**config.mk**
```make
export PLATFORM = sky130hd
export DESIGN_NAME = gomoku_line_fetch
export DESIGN_NICKNAME = d
export VERILOG_FILES = /design/src/rtl/gomoku_pkg.sv /design/src/rtl/gomoku_cell_addr.sv /design/src/rtl/gomoku_line_fetch.sv
export SDC_FILE = /design/constraint.sdc
export NUM_CORES = 1
export LEC_CHECK = 0
export ABC_AREA = 1
export BUFFER_PORTS_ARGS = -buffer_cell sky130_fd_sc_hd__buf_2
export CELL_PAD_IN_SITES_DETAIL_PLACEMENT = 1
export CELL_PAD_IN_SITES_GLOBAL_PLACEMENT = 1
export CORE_UTILIZATION = 45
export CTS_CLUSTER_DIAMETER = 120
export DETAILED_ROUTE_END_ITERATION = 8
export MAX_ROUTING_LAYER = met4
export PLACE_DENSITY = 0.95
export SLEW_MARGIN = 5
export SYNTH_ARGS = -nofsm -noshare
export SYNTH_HDL_FRONTEND = slang
export SYNTH_SLANG_ARGS = --single-unit
```
**constraint.sdc**
```tcl
create_clock -name clk -period 12.2 [get_ports clk]
set_clock_uncertainty 0.2 [all_clocks]
set_input_delay 2.44 -clock clk [delete_from_list [all_inputs] [get_ports clk]]
set_output_delay 2.44 -clock clk [all_outputs]
set_load 0.01 [all_outputs]
```
**src/rtl/gomoku_pkg.sv**
```systemverilog
// Shared board constants, cell encodings and line-direction deltas for the gomoku
// move-evaluation pipeline.
package gomoku_pkg;

  localparam int BOARD_N    = 15;
  localparam int WIN_LEN    = 9;
  localparam int WIN_CENTRE = 4;
  localparam int NUM_DIR    = 4;

  localparam logic [1:0] CELL_EMPTY = 2'b00;
  localparam logic [1:0] CELL_BLACK = 2'b01;
  localparam logic [1:0] CELL_WHITE = 2'b10;

  typedef enum logic [1:0] {
    DIR_HORIZ = 2'd0,
    DIR_VERT  = 2'd1,
    DIR_DIAG  = 2'd2,
    DIR_ANTI  = 2'd3
  } dir_t;

  typedef enum logic [1:0] {
    IDLE  = 2'd0,
    FETCH = 2'd1,
    DRAIN = 2'd2,
    DONE  = 2'd3
  } state_t;

  // Row/column step per direction, indexed by dir_t.
  localparam logic signed [1:0] DIR_DR [NUM_DIR] = '{2'sd0, 2'sd1, 2'sd1, 2'sd1};
  localparam logic signed [1:0] DIR_DC [NUM_DIR] = '{2'sd1, 2'sd0, 2'sd1, -2'sd1};

endpackage

```
**src/rtl/gomoku_cell_addr.sv**
```systemverilog
// Combinational target-cell locator: base cell plus offset along one line direction,
// returning whether the target lies on the board and its row-major RAM address.
module gomoku_cell_addr
  import gomoku_pkg::*;
#(
  parameter int BOARD_N = 15,
  parameter int ADDR_W  = 8
) (
  input  logic [3:0]        base_row,
  input  logic [3:0]        base_col,
  input  logic [1:0]        dir,
  input  logic signed [3:0] offset,
  output logic              on_board,
  output logic [ADDR_W-1:0] addr
);

  logic signed [5:0] off6;
  logic signed [5:0] dr6;
  logic signed [5:0] dc6;
  logic signed [5:0] tgt_row;
  logic signed [5:0] tgt_col;
  logic              row_ok;
  logic              col_ok;

  assign off6 = {{2{offset[3]}}, offset};
  assign dr6  = {{4{DIR_DR[dir][1]}}, DIR_DR[dir]};
  assign dc6  = {{4{DIR_DC[dir][1]}}, DIR_DC[dir]};

  assign tgt_row = $signed({2'b00, base_row}) + off6 * dr6;
  assign tgt_col = $signed({2'b00, base_col}) + off6 * dc6;

  // Sign bit catches negatives; the magnitude compare catches the far edge.
  assign row_ok   = !tgt_row[5] && (tgt_row[4:0] < 5'(BOARD_N));
  assign col_ok   = !tgt_col[5] && (tgt_col[4:0] < 5'(BOARD_N));
  assign on_board = row_ok && col_ok;

  assign addr = ADDR_W'(tgt_row[4:0]) * ADDR_W'(BOARD_N) + ADDR_W'(tgt_col[4:0]);

endmodule

```
**src/rtl/gomoku_line_fetch.sv**
```systemverilog
// Walks the four 9-cell lines through a candidate move, one board-RAM cell per clock,
// and presents the resulting my/op windows through a valid/ready handshake.
module gomoku_line_fetch
  import gomoku_pkg::*;
#(
  parameter int BOARD_N = 15,
  parameter int ADDR_W  = 8
) (
  input  logic              clk,
  input  logic              rst,
  input  logic              req_valid,
  output logic              req_ready,
  input  logic [3:0]        req_row,
  input  logic [3:0]        req_col,
  input  logic              req_side,
  output logic              mem_rd_en,
  output logic [ADDR_W-1:0] mem_addr,
  input  logic [1:0]        mem_rd_data,
  output logic              out_valid,
  input  logic              out_ready,
  output logic [35:0]       out_my,
  output logic [35:0]       out_op,
  output logic              out_err
);

  state_t      state_reg;
  logic [3:0]  row_reg;
  logic [3:0]  col_reg;
  logic        side_reg;
  logic        err_reg;
  logic [1:0]  dir_reg;
  logic [3:0]  idx_reg;
  logic        pend_valid_reg;
  logic [1:0]  pend_dir_reg;
  logic [3:0]  pend_idx_reg;
  logic [35:0] my_reg;
  logic [35:0] op_reg;
  logic        out_err_reg;
  logic        req_ready_reg;
  logic        out_valid_reg;

  logic signed [3:0]  offset;
  logic               on_board;
  logic [ADDR_W-1:0]  cell_addr;
  logic               is_centre;
  logic               rd_go;
  logic               last_step;
  logic [5:0]         cur_bit;
  logic [5:0]         pend_bit;
  logic [1:0]         my_cell;
  logic               pend_my;
  logic               pend_op;

  assign offset = $signed(idx_reg - 4'(WIN_CENTRE));

  gomoku_cell_addr #(
    .BOARD_N(BOARD_N),
    .ADDR_W (ADDR_W)
  ) u_cell_addr (
    .base_row(row_reg),
    .base_col(col_reg),
    .dir     (dir_reg),
    .offset  (offset),
    .on_board(on_board),
    .addr    (cell_addr)
  );

  assign is_centre = (idx_reg == 4'(WIN_CENTRE));
  assign rd_go     = (state_reg == FETCH) && !is_centre && on_board && !err_reg;
  assign last_step = (dir_reg == 2'(DIR_ANTI)) && (idx_reg == 4'(WIN_LEN - 1));

  assign mem_rd_en = rd_go;
  assign mem_addr  = rd_go ? cell_addr : '0;

  assign cur_bit  = 6'(dir_reg) * 6'(WIN_LEN) + 6'(idx_reg);
  assign pend_bit = 6'(pend_dir_reg) * 6'(WIN_LEN) + 6'(pend_idx_reg);

  // Reserved code 11 is treated as blocked, same as an opponent stone.
  assign my_cell = side_reg ? CELL_WHITE : CELL_BLACK;
  assign pend_my = pend_valid_reg && (mem_rd_data == my_cell);
  assign pend_op = pend_valid_reg && (mem_rd_data != my_cell) && (mem_rd_data != CELL_EMPTY);

  always_ff @(posedge clk) begin
    if (rst) begin
      state_reg      <= IDLE;
      row_reg        <= '0;
      col_reg        <= '0;
      side_reg       <= 1'b0;
      err_reg        <= 1'b0;
      dir_reg        <= '0;
      idx_reg        <= '0;
      pend_valid_reg <= 1'b0;
      pend_dir_reg   <= '0;
      pend_idx_reg   <= '0;
      my_reg         <= '0;
      op_reg         <= '0;
      out_err_reg    <= 1'b0;
      req_ready_reg  <= 1'b1;
      out_valid_reg  <= 1'b0;
    end else begin
      if (pend_my) my_reg[pend_bit] <= 1'b1;
      if (pend_op) op_reg[pend_bit] <= 1'b1;
      pend_valid_reg <= 1'b0;

      case (state_reg)
        IDLE: begin
          if (req_valid) begin
            row_reg       <= req_row;
            col_reg       <= req_col;
            side_reg      <= req_side;
            err_reg       <= (req_row >= 4'(BOARD_N)) || (req_col >= 4'(BOARD_N));
            dir_reg       <= '0;
            idx_reg       <= '0;
            my_reg        <= '0;
            op_reg        <= '0;
            out_err_reg   <= 1'b0;
            req_ready_reg <= 1'b0;
            state_reg     <= FETCH;
          end
        end
        FETCH: begin
          pend_valid_reg <= rd_go;
          pend_dir_reg   <= dir_reg;
          pend_idx_reg   <= idx_reg;
          if (is_centre) begin
            my_reg[cur_bit] <= 1'b1;
          end else if (!rd_go) begin
            op_reg[cur_bit] <= 1'b1;
          end
          if (idx_reg == 4'(WIN_LEN - 1)) begin
            idx_reg <= '0;
            dir_reg <= dir_reg + 2'd1;
            if (last_step) state_reg <= DRAIN;
          end else begin
            idx_reg <= idx_reg + 4'd1;
          end
        end
        DRAIN: begin
          out_valid_reg <= 1'b1;
          out_err_reg   <= err_reg;
          state_reg     <= DONE;
        end
        DONE: begin
          if (out_ready) begin
            out_valid_reg <= 1'b0;
            req_ready_reg <= 1'b1;
            state_reg     <= IDLE;
          end
        end
        default: state_reg <= IDLE;
      endcase
    end
  end

  assign req_ready = req_ready_reg;
  assign out_valid = out_valid_reg;
  assign out_my    = my_reg;
  assign out_op    = op_reg;
  assign out_err   = out_err_reg;

endmodule

```
==> out/metrics.csv <==
stage,metric,value,unit
clock_tree,clockBufferDepth,2,
floorplanning,num_rows,42,
placed_design,dpl_worst_slack,4.22,ns
grt,grt_use_met1,0.415,
power_and_ir_drop,pwr_density_cell,249,nW/um^2
clock_tree,cts.reportedPaths.clkPinSlew,0.07,ns
synth,synth_nets,977,
hold_path,min_path_type,flip-flop to flip-flop,
floorplanning,initial_core_util,0.469,
clock_tree,cts_inserted_buffers,9,
finish,nFillCells,1780,
synth,yosys_warnings,0,
critical_path,path_class,flip-flop to output port,
grt,grt_busiest_layer,met2,
critical_path,reg2reg_slack,7.46,ns
clock_tree,postCtsSetupBuffers,0,
floorplanning,die_width,121,um
critical_path,r2r_cells,22,
grt,grt.total_usage,0.322,
finish,num_antenna_cells,0,
synth,ys_ff_latch,100,
grt,grt_overflow_total,0,
routing,first_pass_iters,5,
timing,rsz0062_at_grt,no,
critical_path,critPathCaptureType,output port,
clock_tree,h-tree-depth,3,
finish,final_net_count,1048,
routing,drc_errors,0,
timing,period_share,0.690,
job,maxCapViolCount,0,
hold_path,min_to,row_reg[0],
clock_tree,root_buffer,clkbuf_16,
floorplanning,die_h,121,um
grt,grt_max_degree,49,
routing,avgRoutedWirePerCell,19.2,um
timing,setup_viol,0,
timing,finalSetupTns,0,ns
timing,slew_headroom,0.221,
clock_tree,cts_tree,yes,
placed_design,io_buffers,98,
synth,synth_cell_type_count,33,
finish,drive_above_1_share,0.134,
power_and_ir_drop,ir_drop,0.000349,V
floorplanning,core,13500,um^2
synth,syn_area,6330,um^2
grt,grt_pass1_vias,6854,
routing,antenna_left,0,
timing,fin_crit,8.41,ns
routing,avgViaCountPerCell,5.84,
floorplanning,io_pins,99,
timing,fmax,0.119,GHz
critical_path,worstPathRequired,9.56,ns
clock_tree,cts.sinks,100,
grt,use_met2,0.508,
grt,grt_pass1_wl,35600,um
placed_design,dp_hpwl,15400,um
critical_path,rr_endpoint,out_op[7],
critical_path,arrival,5.77,ns
routing,wl,22000,um
grt,antenna_found_initial,0,
outcome,status,finished clean,
synth,netlist_instances,892,
grt,use_met3,0.0575,
placed_design,gp_congestion,0.869,
power_and_ir_drop,leakagePower,3.37,nW
synth,avgSynthCellArea,7.10,um^2
clock_tree,cts.repair.resized,0,
clock_tree,cts_hold_buf,0,
timing,layout_setup_ws,3.79,ns
finish,fin_util,0.537,
hold_path,worstHoldStart,row_reg[0],
timing,finalMaxSlewViolations,0,
critical_path,reg2reg_from,idx_reg[2],
synth,synth_seq_area_share,0.316,
routing,drtIter0Drc,524,
timing,tightest_slew,1.16,ns
hold_path,worstHoldPathCells,2,
power_and_ir_drop,power.total,0.00180,W
clock_tree,clkLatencyLatePin,0.36,ns
critical_path,crit_fanout,7,
floorplanning,dieArea,14600,um^2
routing,vias,6685,
critical_path,worstSetupStartpointType,flip-flop,
timing,hold_violations,0,
finish,syn_to_final_growth,14.5,%
==> routing by layer <==
layer,vias up,part of all wire,wire length [um]
met5,-,0,0
met4,0,0.023,516
li1,3110,-,-
met3,58,0.079,1740
met2,317,0.47,10400
met1,3200,0.43,9380
==> logic make-up (layout without fill, tap and decap cells) <==
group | Yosys count | in the layout | synth area share
xor+xnor | 9 | 9 | 0.0148
flops | 100 | 100 | 0.316
fa+ha+maj | 70 | 70 | 0.158
buf+inv | 174 | 250 | 0.105
simple gates | 359 | 359 | 0.250
compound gates | 180 | 180 | 0.155
==> how the worst max path moves through the flow <==
stage / endpoint / slack, ns / from / cells past startpoint
after floorplan: mem_addr[7] / 4.89 / idx_reg[2] / 21
after global placement: mem_addr[7] / 4.50 / idx_reg[2] / 23
after detailed placement: mem_addr[7] / 4.22 / idx_reg[2] / 23
after CTS: mem_addr[7] / 3.80 / idx_reg[2] / 23
after global routing: mem_addr[7] / 3.30 / idx_reg[2] / 23
final: mem_addr[7] / 3.79 / idx_reg[2] / 23
==> worst max-delay path: stages, from the launching register on <==
cell and delay [ns]:
dfxtp_1 0.51, inv_1 0.19, ha_1 0.35, inv_1 0.06, nor2_1 0.26, ha_1 0.29
inv_1 0.06, ha_1 0.28, xnor2_1 0.60, fa_1 0.53, inv_1 0.09, fa_1 0.45
fa_1 0.53, inv_1 0.05, ha_1 0.34, a21oi_1 0.14, nand2_1 0.09, nand2_1 0.08
nand2_1 0.05, a21oi_1 0.16, nand2_1 0.07, nand2_1 0.07, nor2_1 0.04, buf_2 0.13
==> placed cells by master (no fill, tap or decap), types with 22 or more instances in the layout <==
| master | n |
|---|---|
| o21ai_1 | 27 |
| ha_1 | 53 |
| o22ai_1 | 23 |
| dfxtp_1 | 100 |
| nor2_1 | 99 |
| buf_2 | 98 |
| a21oi_1 | 78 |
| nand2_1 | 119 |
| nand3_1 | 81 |
| nand4_1 | 35 |
| o21ai_0 | 22 |
| inv_1 | 125 |
==> final cells by class <==
cell class	count	area [um^2]	area share
Timing Repair Buffer	105	543	0.0749
Clock inverter	5	83.8	0.0116
Clock buffer	11	243	0.0335
Sequential cell	100	2000	0.276
Multi-Input combinational cell	618	3680	0.507
Tap cell	176	220	0.0304
Inverter	129	484	0.0668
==> report_power, final <==
| group | internal (W) | total (W) | switching (W) |
|---|---|---|---|
| clock network | 0.000186 | 0.000321 | 0.000135 |
| registers | 0.000354 | 0.000380 | 0.0000261 |
| logic | 0.000370 | 0.00110 | 0.000734 |
| total | 0.000910 | 0.00180 | 0.000895 |
==> synthesized netlist by cell type (all sizes together) <==
cell type	number	area, um^2
a211oi	2	15.0
a21o	3	22.5
a21oi	78	390
a22oi	2	15.0
a31oi	17	106
and2	1	6.26
buf	14	65.1
clkbuf	31	116
dfxtp	100	2000
fa	17	340
ha	53	663
inv	129	484
nand2	119	447
nand3	81	405
nand3b	2	15.0
nand4	35	219
nor2	101	379
nor3	19	105
nor3b	1	7.51
o211ai	2	15.0
o21ai	49	245
o221ai	1	8.76
o22ai	23	144
o31ai	3	22.5
xnor2	5	51.3
xor2	4	42.6
==> metrics by stage <==
| stage | hold slack, ns | cell area (um^2) | std cells |
|---|---|---|---|
| floorplan | 0.245 | 6330 | 892 |
| global placement | 0.271 | 6930 | 1128 |
| finish | 0.291 | 7250 | 1144 |
| detailed placement | 0.275 | 6930 | 1128 |
| CTS | 0.286 | 7250 | 1144 |
| global route | 0.314 | 7250 | 1144 |
(Power assumes the default switching activity.)
